### src/rtl/io_port_bank_if.sv
// rtl/io_port_bank_if.sv - CPU register-access bus for io_port_bank (address, strobes, write/read data)
interface io_port_bank_if #(
    parameter int W  = 8,
    parameter int AW = 3
);
    logic [AW-1:0] addr;
    logic          rd_en;
    logic          wr_en;
    logic [W-1:0]  wdata;
    logic [W-1:0]  rdata;
    logic          rd_valid;

    modport master (
        output addr, rd_en, wr_en, wdata,
        input  rdata, rd_valid
    );

    modport slave (
        input  addr, rd_en, wr_en, wdata,
        output rdata, rd_valid
    );
endinterface

### src/rtl/io_port_bank.sv
// rtl/io_port_bank.sv - N synchronised change-detected input channels, N output latches; optional irq mask via IO_PORT_BANK_IRQ_MASK_EN
module io_port_bank #(
    parameter int W           = 8,
    parameter int N           = 4,
    parameter int AW          = 3,
    parameter int SYNC_STAGES = 2
) (
    input  logic               clk,
    input  logic               reset,
    input  logic [N*W-1:0]     pe,
    output logic [N*W-1:0]     ps,
    io_port_bank_if.slave      bus,
    output logic [N-1:0]       chg_flags,
    output logic               irq
);

    localparam int ACW = $clog2(SYNC_STAGES + 2);

    logic [N*W-1:0] sync_q [SYNC_STAGES];
    logic [N*W-1:0] s_flat;
    logic [N*W-1:0] prev_q;
    logic [ACW-1:0] arm_cnt_q;
    logic           armed_q;
    logic [N-1:0]   flags_q, flags_d;
    logic [N-1:0]   set_vec, clr_vec;
    logic [N*W-1:0] ps_q, ps_d;
    logic [W-1:0]   rdata_q, rd_mux;
    logic           rd_valid_q;
    logic           irq_q, irq_d;
`ifdef IO_PORT_BANK_IRQ_MASK_EN
    logic [N-1:0]   mask_q, mask_d;
`endif

    assign s_flat = sync_q[SYNC_STAGES-1];

    // Multi-flop synchroniser chain for every input channel; pe is asynchronous to clk.
    always_ff @(posedge clk or negedge reset) begin
        if (!reset) begin
            for (int k = 0; k < SYNC_STAGES; k++) sync_q[k] <= '0;
        end else begin
            sync_q[0] <= pe;
            for (int k = 1; k < SYNC_STAGES; k++) sync_q[k] <= sync_q[k-1];
        end
    end

    // Hold off change detection until the synchroniser has flushed its reset zeros,
    // so the first real input values are not reported as changes.
    always_ff @(posedge clk or negedge reset) begin
        if (!reset) begin
            arm_cnt_q <= '0;
            armed_q   <= 1'b0;
        end else if (!armed_q) begin
            arm_cnt_q <= arm_cnt_q + ACW'(1);
            if (arm_cnt_q == ACW'(SYNC_STAGES)) armed_q <= 1'b1;
        end
    end

    // Decode reads/writes, compute flag set/clear and next output-channel state.
    always_comb begin
        set_vec = '0;
        clr_vec = '0;
        rd_mux  = '0;
        ps_d    = ps_q;
`ifdef IO_PORT_BANK_IRQ_MASK_EN
        mask_d  = mask_q;
`endif
        for (int i = 0; i < N; i++) begin
            set_vec[i] = armed_q && (s_flat[i*W +: W] != prev_q[i*W +: W]);
            if (bus.addr == AW'(i)) begin
                rd_mux     = s_flat[i*W +: W];
                clr_vec[i] = bus.rd_en;
                if (bus.wr_en) ps_d[i*W +: W] = bus.wdata;
            end
        end
        if (bus.addr == AW'(N)) rd_mux[N-1:0] = flags_q;
`ifdef IO_PORT_BANK_IRQ_MASK_EN
        if (bus.addr == AW'(N + 1)) begin
            rd_mux[N-1:0] = mask_q;
            if (bus.wr_en) mask_d = bus.wdata[N-1:0];
        end
        irq_d = |(flags_q & mask_q);
`else
        irq_d = |flags_q;
`endif
        // A set on the same edge as a read-clear must win so no change is lost.
        flags_d = (flags_q & ~clr_vec) | set_vec;
    end

    // Register all CPU-visible state: flags, previous values, outputs, read data, irq.
    always_ff @(posedge clk or negedge reset) begin
        if (!reset) begin
            prev_q     <= '0;
            flags_q    <= '0;
            ps_q       <= '0;
            rdata_q    <= '0;
            rd_valid_q <= 1'b0;
            irq_q      <= 1'b0;
        end else begin
            prev_q     <= s_flat;
            flags_q    <= flags_d;
            ps_q       <= ps_d;
            rd_valid_q <= bus.rd_en;
            if (bus.rd_en) rdata_q <= rd_mux;
            irq_q      <= irq_d;
        end
    end

`ifdef IO_PORT_BANK_IRQ_MASK_EN
    // Interrupt mask; every channel enabled out of reset.
    always_ff @(posedge clk or negedge reset) begin
        if (!reset) mask_q <= '1;
        else        mask_q <= mask_d;
    end
`endif

    assign ps           = ps_q;
    assign chg_flags    = flags_q;
    assign irq          = irq_q;
    assign bus.rdata    = rdata_q;
    assign bus.rd_valid = rd_valid_q;

endmodule

### src/flat_wrapper.sv
// flat-port wrapper written by rule: the top's interface ports become plain ports
module io_port_bank_flat 
#(
    parameter int W           = 8,
    parameter int N           = 4,
    parameter int AW          = 3,
    parameter int SYNC_STAGES = 2
)
  (clk, reset, pe, ps, chg_flags, irq, bus_addr, bus_rd_en, bus_wr_en, bus_wdata, bus_rdata, bus_rd_valid);
  io_port_bank_if #(.W(W), .AW(AW)) bus_i ();
  input  logic clk;
  input  logic reset;
  input  logic [N*W-1:0] pe;
  output logic [N*W-1:0] ps;
  output logic [N-1:0] chg_flags;
  output logic irq;
  input wire logic [$bits(bus_i.addr)-1:0] bus_addr;
  input wire logic [$bits(bus_i.rd_en)-1:0] bus_rd_en;
  input wire logic [$bits(bus_i.wr_en)-1:0] bus_wr_en;
  input wire logic [$bits(bus_i.wdata)-1:0] bus_wdata;
  output wire logic [$bits(bus_i.rdata)-1:0] bus_rdata;
  output wire logic [$bits(bus_i.rd_valid)-1:0] bus_rd_valid;
  assign bus_i.addr = bus_addr;
  assign bus_i.rd_en = bus_rd_en;
  assign bus_i.wr_en = bus_wr_en;
  assign bus_i.wdata = bus_wdata;
  assign bus_rdata = bus_i.rdata;
  assign bus_rd_valid = bus_i.rd_valid;
  io_port_bank #(.W(W), .N(N), .AW(AW), .SYNC_STAGES(SYNC_STAGES)) u_core (.clk(clk), .reset(reset), .pe(pe), .ps(ps), .bus(bus_i), .chg_flags(chg_flags), .irq(irq));
endmodule
### config.mk
export PLATFORM = sky130hd
export DESIGN_NAME = io_port_bank_flat
export DESIGN_NICKNAME = d
export VERILOG_FILES = /design/src/rtl/io_port_bank_if.sv /design/src/rtl/io_port_bank.sv /design/src/flat_wrapper.sv
export SDC_FILE = /design/constraint.sdc
export NUM_CORES = 1
export LEC_CHECK = 0
export CORE_ASPECT_RATIO = 0.75
export CORE_MARGIN = 3
export CORE_UTILIZATION = 40
export DETAILED_ROUTE_END_ITERATION = 10
export PLACE_DENSITY = 0.63
export SETUP_SLACK_MARGIN = 0.02
export SLEW_MARGIN = 20
export SYNTH_ARGS = -nofsm -noshare
export SYNTH_HDL_FRONTEND = slang
export SYNTH_SLANG_ARGS = --single-unit
### constraint.sdc
create_clock -name clk -period 3.4 [get_ports clk]
set_clock_uncertainty 0.2 [all_clocks]
set_input_delay 0.68 -clock clk [delete_from_list [all_inputs] [get_ports clk]]
set_output_delay 0.68 -clock clk [all_outputs]
set_load 0.1 [all_outputs]
Word level (Yosys, flattened, before mapping)
Cells that the tools add are included.
{"block": "op_classes", "n_reduce_logical": 10, "n_mul": 0, "n_bitwise": 3, "magnitude_cmp": 0, "div_mod_pow": 0, "n_eq_ne": 9, "n_mux": 11, "add_sub_neg": 1, "shifts": 0}
{"op": "8-bit 2-to-1 mux", "count": 4}
{"op": "8-bit inequality test", "count": 4}
{"op": "2-bit AND reduction", "count": 4}
{"op": "3-bit by 2-bit == test with 1-bit output (second input constant)", "count": 2}
{"op": "1-bit 2-to-1 mux", "count": 6}
{"op": "4-bit AND", "count": 1}
{"op": "1-bit logical AND", "count": 4}
{"op": "4-bit 2-to-1 mux", "count": 1}
{"op": "4-bit inverter", "count": 1}
{"op": "4-bit bitwise OR", "count": 1}
{"op": "4-bit OR reduction", "count": 1}
{"op": "3-bit by 1-bit == test with 1-bit output (second input constant)", "count": 1}
{"op": "3-bit == test (second input constant)", "count": 1}
{"op": "3-bit logical NOT", "count": 1}
{"op": "2-bit by 1-bit adder with 2-bit output (second input constant)", "count": 1}
{"op": "2-bit == test (second input constant)", "count": 1}
{"block": "totals", "rom_bits": 0, "mem_count": 0, "mem_bits_rw": 0, "input_bits": 47, "latch_bits": 0, "elab_cells": 47, "regBits": 145}

Longest topological paths before layout
Gate-level depths: netlist (run 1).
{"block": "depth", "ltp_word": 6, "ltp_mapped": 6, "mapped_depth_nobuf": 4}

Worst setup path before layout (run 1)
Ideal clock, no wire load.
{"block": "synth_path", "kind": "input-to-reg", "from": "input port bus_addr[2]", "to": "register u_core.ps_q[10] (netlist: u_core.ps[10])", "slack_ns": 1.437, "t_required_ns": 3.075, "path_buffers": 1, "path_stages": 5, "arrival_time_ns": 1.637, "setup_ns": 0.125, "path_cell_list": "buf_6 clkinv_4 nand2_4 nor3b_4 mux2_2"}
{"block": "synth_between", "elab_chain_cells": 2}
{"item": "from (decl)", "line": "flat_wrapper.sv:17", "text": "input wire logic [$bits(bus_i.addr)-1:0] bus_addr;"}
{"item": "3-bit by 1-bit == test with 1-bit output", "line": "io_port_bank.sv:69", "text": "if (bus.addr == AW'(i)) begin"}
{"item": "2-bit AND reduction (no line)"}
{"item": "to (signal assigned)", "line": "io_port_bank.sv:101", "text": "ps_q <= ps_d;"}
{"item": "to (decl)", "line": "io_port_bank.sv:26", "text": "logic [N*W-1:0] ps_q, ps_d;"}
No other way between the ends.
A chain may end at the register's enable or synchronous reset.

Final worst setup path (run 1)
{"block": "layout_path", "from": "input port bus_addr[1]", "to": "register u_core.ps_q[16] (netlist: u_core.ps[16])"}
{"block": "layout_between", "elab_chain_cells": 2}
{"item": "3-bit by 2-bit == test with 1-bit output", "line": "io_port_bank.sv:69"}
{"item": "2-bit AND reduction (no line)"}
No other way between the ends.

==> results of run 1 <==
## kinds of logic (layout without fill, tap and decap cells)
kind of cell    count (synthesis)  in the layout
compound gates                 29             29
xor+xnor                       33             33
fa+ha+maj                       1              1
buf+inv                        10            132
flops                         145            145
mux                            39             39
simple gates                   42             42
## registers in the layout, summed over array words and instances (netlist names)
name                 flops
u_core.arm_cnt_q         2
u_core.armed_q           1
u_core.bus.rd_valid      1
u_core.bus.rdata         8
u_core.chg_flags         4
u_core.irq               1
u_core.prev_q           32
u_core.ps               32
u_core.s_flat           32
u_core.sync_q           32
## Yosys cell counts (all sizes together), types with 2 or more instances
library cell / n / area, µm²
mux2: 34 / 383
buf: 5 / 43.8
o211ai: 4 / 30.0
nand2b: 2 / 12.5
xnor2: 33 / 289
nand2: 16 / 67.6
o31ai: 2 / 15.0
o221a: 4 / 45.0
nand4: 9 / 62.6
nor2b: 3 / 18.8
a21oi: 2 / 10.0
inv: 3 / 11.3
o21ai: 7 / 35.0
nor2: 6 / 30.0
a221o: 2 / 20.0
dfrtp: 145 / 3630
mux2i: 4 / 40.0
a2bb2oi: 5 / 43.8
## layout make-up
| cell class | instances | share of cell area |
|---|---|---|
| Sequential cell | 145 | 0.554 |
| Multi-Input combinational cell | 144 | 0.187 |
| Inverter | 4 | 0.00306 |
| Timing Repair Buffer | 96 | 0.130 |
| Tap cell | 162 | 0.0310 |
| Clock inverter | 15 | 0.0296 |
| Clock buffer | 17 | 0.0650 |
## placed cells by master, fill, tap and decap left out, types with 2 or more instances in the layout
cell type,n
bufinv_16,3
o31ai_1,2
nand2b_1,2
nor2b_1,3
a221o_1,2
nor2_1,5
nand4_1,8
inv_1,3
clkdlybuf4s50_1,45
dfrtp_1,145
o221a_2,4
nand2_1,15
o21ai_0,7
mux2i_1,4
a21oi_1,2
clkinvlp_4,2
a2bb2oi_1,5
inv_6,7
buf_4,49
inv_8,2
o211ai_1,4
clkbuf_16,17
xnor2_1,33
mux2_2,34
## final timing paths
check                                  start             endpoint  depth (start not counted)  slack [ns]
min reg2reg                u_core.sync_q[34]     u_core.s_flat[2]                          0        0.15
min in group clk           u_core.sync_q[34]     u_core.s_flat[2]                          0        0.15
max in group asynchronous              reset     u_core.prev_q[1]                          2        2.19
max                              bus_addr[1]        u_core.ps[16]                          4        1.00
max reg2reg                 u_core.s_flat[8]  u_core.bus.rdata[0]                          4        1.98
min                                    reset    u_core.s_flat[28]                          1        0.07
## worst max-delay path, cell delays in order
cell             delay [ns]
clkdlybuf4s50_1        0.89
nand2b_1               0.23
nor2_4                 0.31
mux2_2                 0.37
## per-stage QoR
step / utilization / hold slack [ns] / power (mW) / cells / cell area (µm²)
2_1_floorplan: - / 0.131 / 2.85 / 299 / 4920
3_3_place_gp: 0.501 / 0.136 / 3.15 / 551 / 5930
3_5_place_dp: 0.501 / 0.135 / 3.17 / 551 / 5930
4_1_cts: 0.554 / 0.0873 / 5.11 / 583 / 6550
5_1_grt: 0.554 / 0.125 / 5.24 / 583 / 6550
6_report: 0.554 / 0.0727 / 5.05 / 583 / 6550
## power breakdown
group / internal (mW) / switching [mW]
registers: 1.88 / 0.0879
logic: 0.287 / 0.872
clock network: 1.18 / 0.744
## routing by layer
metal,global-route usage,up-vias
met5,0,-
met4,0.0618,0
met3,0.0453,8
met2,0.202,79
met1,0.206,1323
li1,-,1264
==> metrics.md, run 1 <==
| Metric | Value |
|---|---|
| Status | `finished, final reports clean` |
| Routed met1 length | `between 4000 and 5000 µm` |
| Setup Viol. Count Final | `0` |
| CTS Hold Buffers Added | `0` |
| Unrepaired setup endpoints after global routing | `no` |
| Achievable frequency | `roughly 420 MHz` |
| Initial core utilization | `0.416` |
| WL per Instance | `15.5 µm` |
| Fraction of the mapped netlist area in adder cells | `0.00254` |
| Number of distinct library cells after synthesis | `35` |
| Setup bufs post-CTS | `0` |
| Number of clock sinks | `approximately 150` |
| Ys Warns | `0` |
| # port buffers | `92` |
| Flip-flop and latch area | `roughly 0.0036 mm²` |
| Minimum clock period after layout | `between 2 and 2.5 ns` |
| Xor/xnor cell area share of the yosys netlist | `0.0587` |
| Nets | `~460` |
| DR vias | `around 2700` |
| Worst Setup End Kind | `register` |
| HPWL Detailed | `roughly 6400 µm` |
| Clk Latency, worst-skew pair | `a little over 0.4 ns` |
| Total GRT Usage | `0.143` |
| Remaining Overflow, GRT | `0` |
| Clk buf depth | `2` |
| CTS tree | `done` |
| Maximum vdd drop | `between 300 and 400 µV` |
| Filler cells | `between 900 and 1000` |
| DP Worst Slack | `between 0.5 and 0.6 ns` |
| Setup TNS | `0 ns` |
| Core area | `roughly 0.012 mm²` |
| CTS Buf Count | `17` |
| Post-synth ARST share | `1.00` |
| First-pass GRT wire length | `approximately 15000 µm` |
| Largest family of logic cells by synthesized area | `multiplexers` |
| Met2 Wirelength | `about 3900 µm` |
| Critical path launch point type | `input port` |
| Final max-slew violation count | `0` |
| Critical Path Fanout Max | `14` |
| DR vias/cell | `4.59` |
| Ports | `93` |
| Mapped Area | `about 0.005 mm²` |
| Highest metal used | `met4` |
| CP Data Required Time | `around 3.5 ns` |
| DRT iter0 DRCs | `125` |
| Compound-Gate Fraction of Synth Area | `0.0447` |
| Setup ws final | `1.00 ns` |
| Wire length on met3 | `between 500 and 600 µm` |
| Die area | `0.0137 mm²` |
| Top_reg_cell synth | `dfrtp_1` |
| Final hold violation count | `0` |
| Multiplexer share of the synthesized area | `0.0905` |
| Clk Tree Root Cell | `clkbuf_16` |
| Rel. slew slack | `0.555` |
| WS Path Type | `input port to register` |
| Final period utilization | `0.706` |
| Share of cells above drive strength 1 | `0.309` |
| GP Congestion | `roughly 0.81` |
| Worst min path class | `input port to asynchronous set/reset pin` |
| Tightest Pin Transition | `about 0.67 ns` |
| Mapped Cells | `299` |
| Area Overhead vs Synth | `33.0%` |
| H-tree depth | `4` |
| N_diodes | `0` |
| DRT Pass-1 Iters | `4` |
| Power per standard cell area | `771 mW/mm²` |
| Worst EP arrival | `roughly 2.5 ns` |
| DIE HEIGHT | `102 µm` |
| DRC | `0` |
| Final ANT Viol Nets | `0` |
| Area of the multi-input gates | `~0.0012 mm²` |
| Total Wirelength | `around 9000 µm` |
| Initial antenna violation count | `0` |
| Vias in the first global route | `2785` |
| Post-synthesis register bit count | `approximately 150` |
| Syn nets | `about 350` |
| Syn_area_per_cell | `around 16 µm²` |
| Post-synthesis sequential area ratio | `0.737` |
| Row cnt | `34` |
| Leak pwr | `~2.8 nW` |
| Max cap viols | `0` |
| Largest net degree at the start of global routing | `78` |
| Clock slew at reported path FFs | `approximately 0.06 ns` |
| Post-Synth Simple-Gate Area | `0.0529` |
| Cts repair resizes | `0` |
| Die Wd | `~130 µm` |
| Number of flops mapped to enable cells by yosys | `0` |
(Power assumes the default switching activity.)
==> inputs of run 2 (changes only) <==
PLACE_DENSITY = 0.65   (was 0.63)
clock period = 2.2 ns   (was 3.4 ns; I/O delays follow)
==> metrics.md, run 2 (synthesis results as in run 1) <==
| Metric | Value |
|---|---|
| Critical Path Fanout Max | `5 (-9)` |
| Share of cells above drive strength 1 | `0.319 (+0.0107)` |
| Initial core utilization | `0.416 (unchanged)` |
| Worst stage delay on the critical path | `0.57 ns (-0.32 ns)` |
| Clk Tree Root Cell | `clkbuf_16` |
| Worst R2R Path Depth | `4 (unchanged)` |
| Final hold violation count | `0 (unchanged)` |
| Largest net degree at the start of global routing | `50 (-36%)` |
| Max cap viols | `0 (unchanged)` |
| CP Data Required Time | `2.34 ns (-1.15 ns)` |
| Die area | `0.0137 mm² (unchanged)` |
| Setup TNS | `0 ns (unchanged)` |
| Cell family with most CP delay | `buffers and inverters` |
| Total Wirelength | `9210 µm (+2.2%)` |
| Final ANT Viol Nets | `0 (unchanged)` |
| Minimum clock period after layout | `~1.8 ns` |
| HPWL Detailed | `6800 µm (+5.6%)` |
| Vias in the first global route | `2971 (+6.7%)` |
| Clk buf depth | `2 (unchanged)` |
| DR vias/cell | `4.59 (about the same)` |
| Non-Filler Instances | `594 (+1.9%)` |
| Slowest CP cell | `clkdlybuf4s50_1` |
| Nets | `468 (+2.6%)` |
| Commonest non-fill, non-tap cell in the layout | `dfrtp_1` |
| Worst EP arrival | `1.96 ns (-0.53 ns)` |
| Worst Setup End Kind | `register` |
| Placed Cells | `562 (+2.0%)` |
| Final max-slew violation count | `0 (unchanged)` |
| Worst Hold Path Cells | `0` |
| Area Overhead vs Synth | `35.4%` |
| GP Congestion | `0.826 (+2.4%)` |
| Setup Viol. Count Final | `0 (unchanged)` |
| WL per Instance | `15.5 µm (+0.31%)` |
| WP buf/inv | `2 (+1)` |
| Power per standard cell area | `1120 mW/mm² (+45%)` |
| Clock slew at reported path FFs | `0.06 ns (about the same)` |
| Worst min path class | `register to register` |
| Remaining Overflow, GRT | `0 (unchanged)` |
| N_diodes | `0 (unchanged)` |
| Clk Latency, worst-skew pair | `0.41 ns (about the same)` |
| Initial antenna violation count | `0 (unchanged)` |
| # port buffers | `92 (unchanged)` |
| Die Wd | `134 µm (unchanged)` |
| DRT Pass-1 Iters | `4 (unchanged)` |
| Core area | `0.0118 mm² (unchanged)` |
| Most frequent cells in the layout | `dfrtp_1, buf_4, clkdlybuf4s50_1, mux2_2, xnor2_1` |
| WS Path Type | `input port to register` |
| First-pass GRT wire length | `15200 µm (+3.2%)` |
| CTS tree | `done` |
| Maximum vdd drop | `631 µV (+74%)` |
| DRC | `0 (unchanged)` |
| Levels on crit path | `6 (+2)` |
| Ports | `93 (unchanged)` |
| CP Cell Sequence | `clkdlybuf4s50_1 > buf_4 > nor2b_1 > a2bb2oi_1 > o211ai_1 > o221a_2` |
| Rel. slew slack | `0.747 (+0.192)` |
| CTS Buf Count | `17 (unchanged)` |
| H-tree depth | `4 (unchanged)` |
| DIE HEIGHT | `102 µm (unchanged)` |
| Final period utilization | `0.826` |
| Leak pwr | `2.88 nW (+2.2%)` |
| Number of clock sinks | `145 (unchanged)` |
| DRT iter0 DRCs | `62 (-50%)` |
| WHS | `0.147 ns (+0.0739 ns)` |
| Critical path launch point type | `input port` |
| Unrepaired setup endpoints after global routing | `no` |
| Total GRT Usage | `0.148 (+0.00492)` |
| Achievable frequency | `550 MHz` |
| Row cnt | `34 (unchanged)` |
| Tightest Pin Transition | `0.380 ns (-0.288 ns)` |
| Status | `finished, final reports clean` |
| DR vias | `2724 (+1.9%)` |
[run 2: changes by cell type in the layout (fill, tap and decap cells not counted)]
cell,before,now
buf_12,1,9
inv_6,7,2
clkinv_4,1,5
buf_4,49,52
bufinv_16,3,1
clkbuf_1,0,2
clkinv_2,1,3
inv_8,2,0
dlygate4sd3_1,0,1
[run 2: cell type report]
type,instances,area (µm²)
tap,162,203
timing repair buffer,108,1040
clock buffer,19,433
multi-input combinational,144,1230
clock inverter,12,113
fill,950,5160
sequential,145,3630
inverter,4,20.0
[run 2: final timing paths]
| kind | slack, ns | start | endpoint |
|---|---|---|---|
| setup / recovery | 0.38 | bus_addr[1] | u_core.bus.rdata[2] |
| hold / removal | 0.15 | u_core.sync_q[34] | u_core.s_flat[2] |
| setup reg to reg | 0.76 | u_core.s_flat[4] | u_core.chg_flags[0] |
| hold reg to reg | 0.15 | u_core.sync_q[34] | u_core.s_flat[2] |
| max in group asynchronous | 0.93 | reset | u_core.prev_q[0] |
| min in group asynchronous | 0.30 | reset | u_core.sync_q[60] |
[run 2: metal layers]
| metal | up-vias | track usage | wire length, µm |
|---|---|---|---|
| met2 | 83 | 0.217 | 4050 |
| li1 | 1278 | - | - |
| met3 | 23 | 0.0418 | 503 |
| met4 | 0 | 0.0798 | 238 |
| met5 | - | 0 | 0 |
| met1 | 1340 | 0.203 | 4420 |
[run 2: stage by stage]
| stage | setup WS, ns | utilization | cell area, µm² | power [mW] |
|---|---|---|---|---|
| final | 0.383 | 0.564 | 6670 | 7.45 |
| after global routing | 0.242 | 0.564 | 6670 | 7.73 |
| after CTS | 0.384 | 0.564 | 6670 | 7.54 |
| after detailed placement | -0.0444 | 0.517 | 6110 | 4.92 |
| after global placement | -0.0522 | 0.517 | 6110 | 4.89 |
| after floorplan | 0.477 | - | 4920 | 4.40 |
[run 2: worst register-to-register path, cell delays in order (launching register included)]
cell,delay (ns)
dfrtp_1,0.41
xnor2_1,0.22
nand4_1,0.11
o21ai_0,0.27
nand2_1,0.10
[run 2: what timing repair did]
item | 4_1_cts | 5_1_grt
endpoints found under the setup margin | 0 | 0
setup buffers | 0 | 0
resized for setup | 0 | 0
hold buffers | 1 | 0
hold endpoints to repair | 36 | 0
[run 2: power by group]
part | internal [mW] | switching (mW) | total [mW]
Combinational | 0.463 | 1.35 | 1.81
Clock | 1.55 | 1.04 | 2.59
Sequential | 2.91 | 0.142 | 3.05
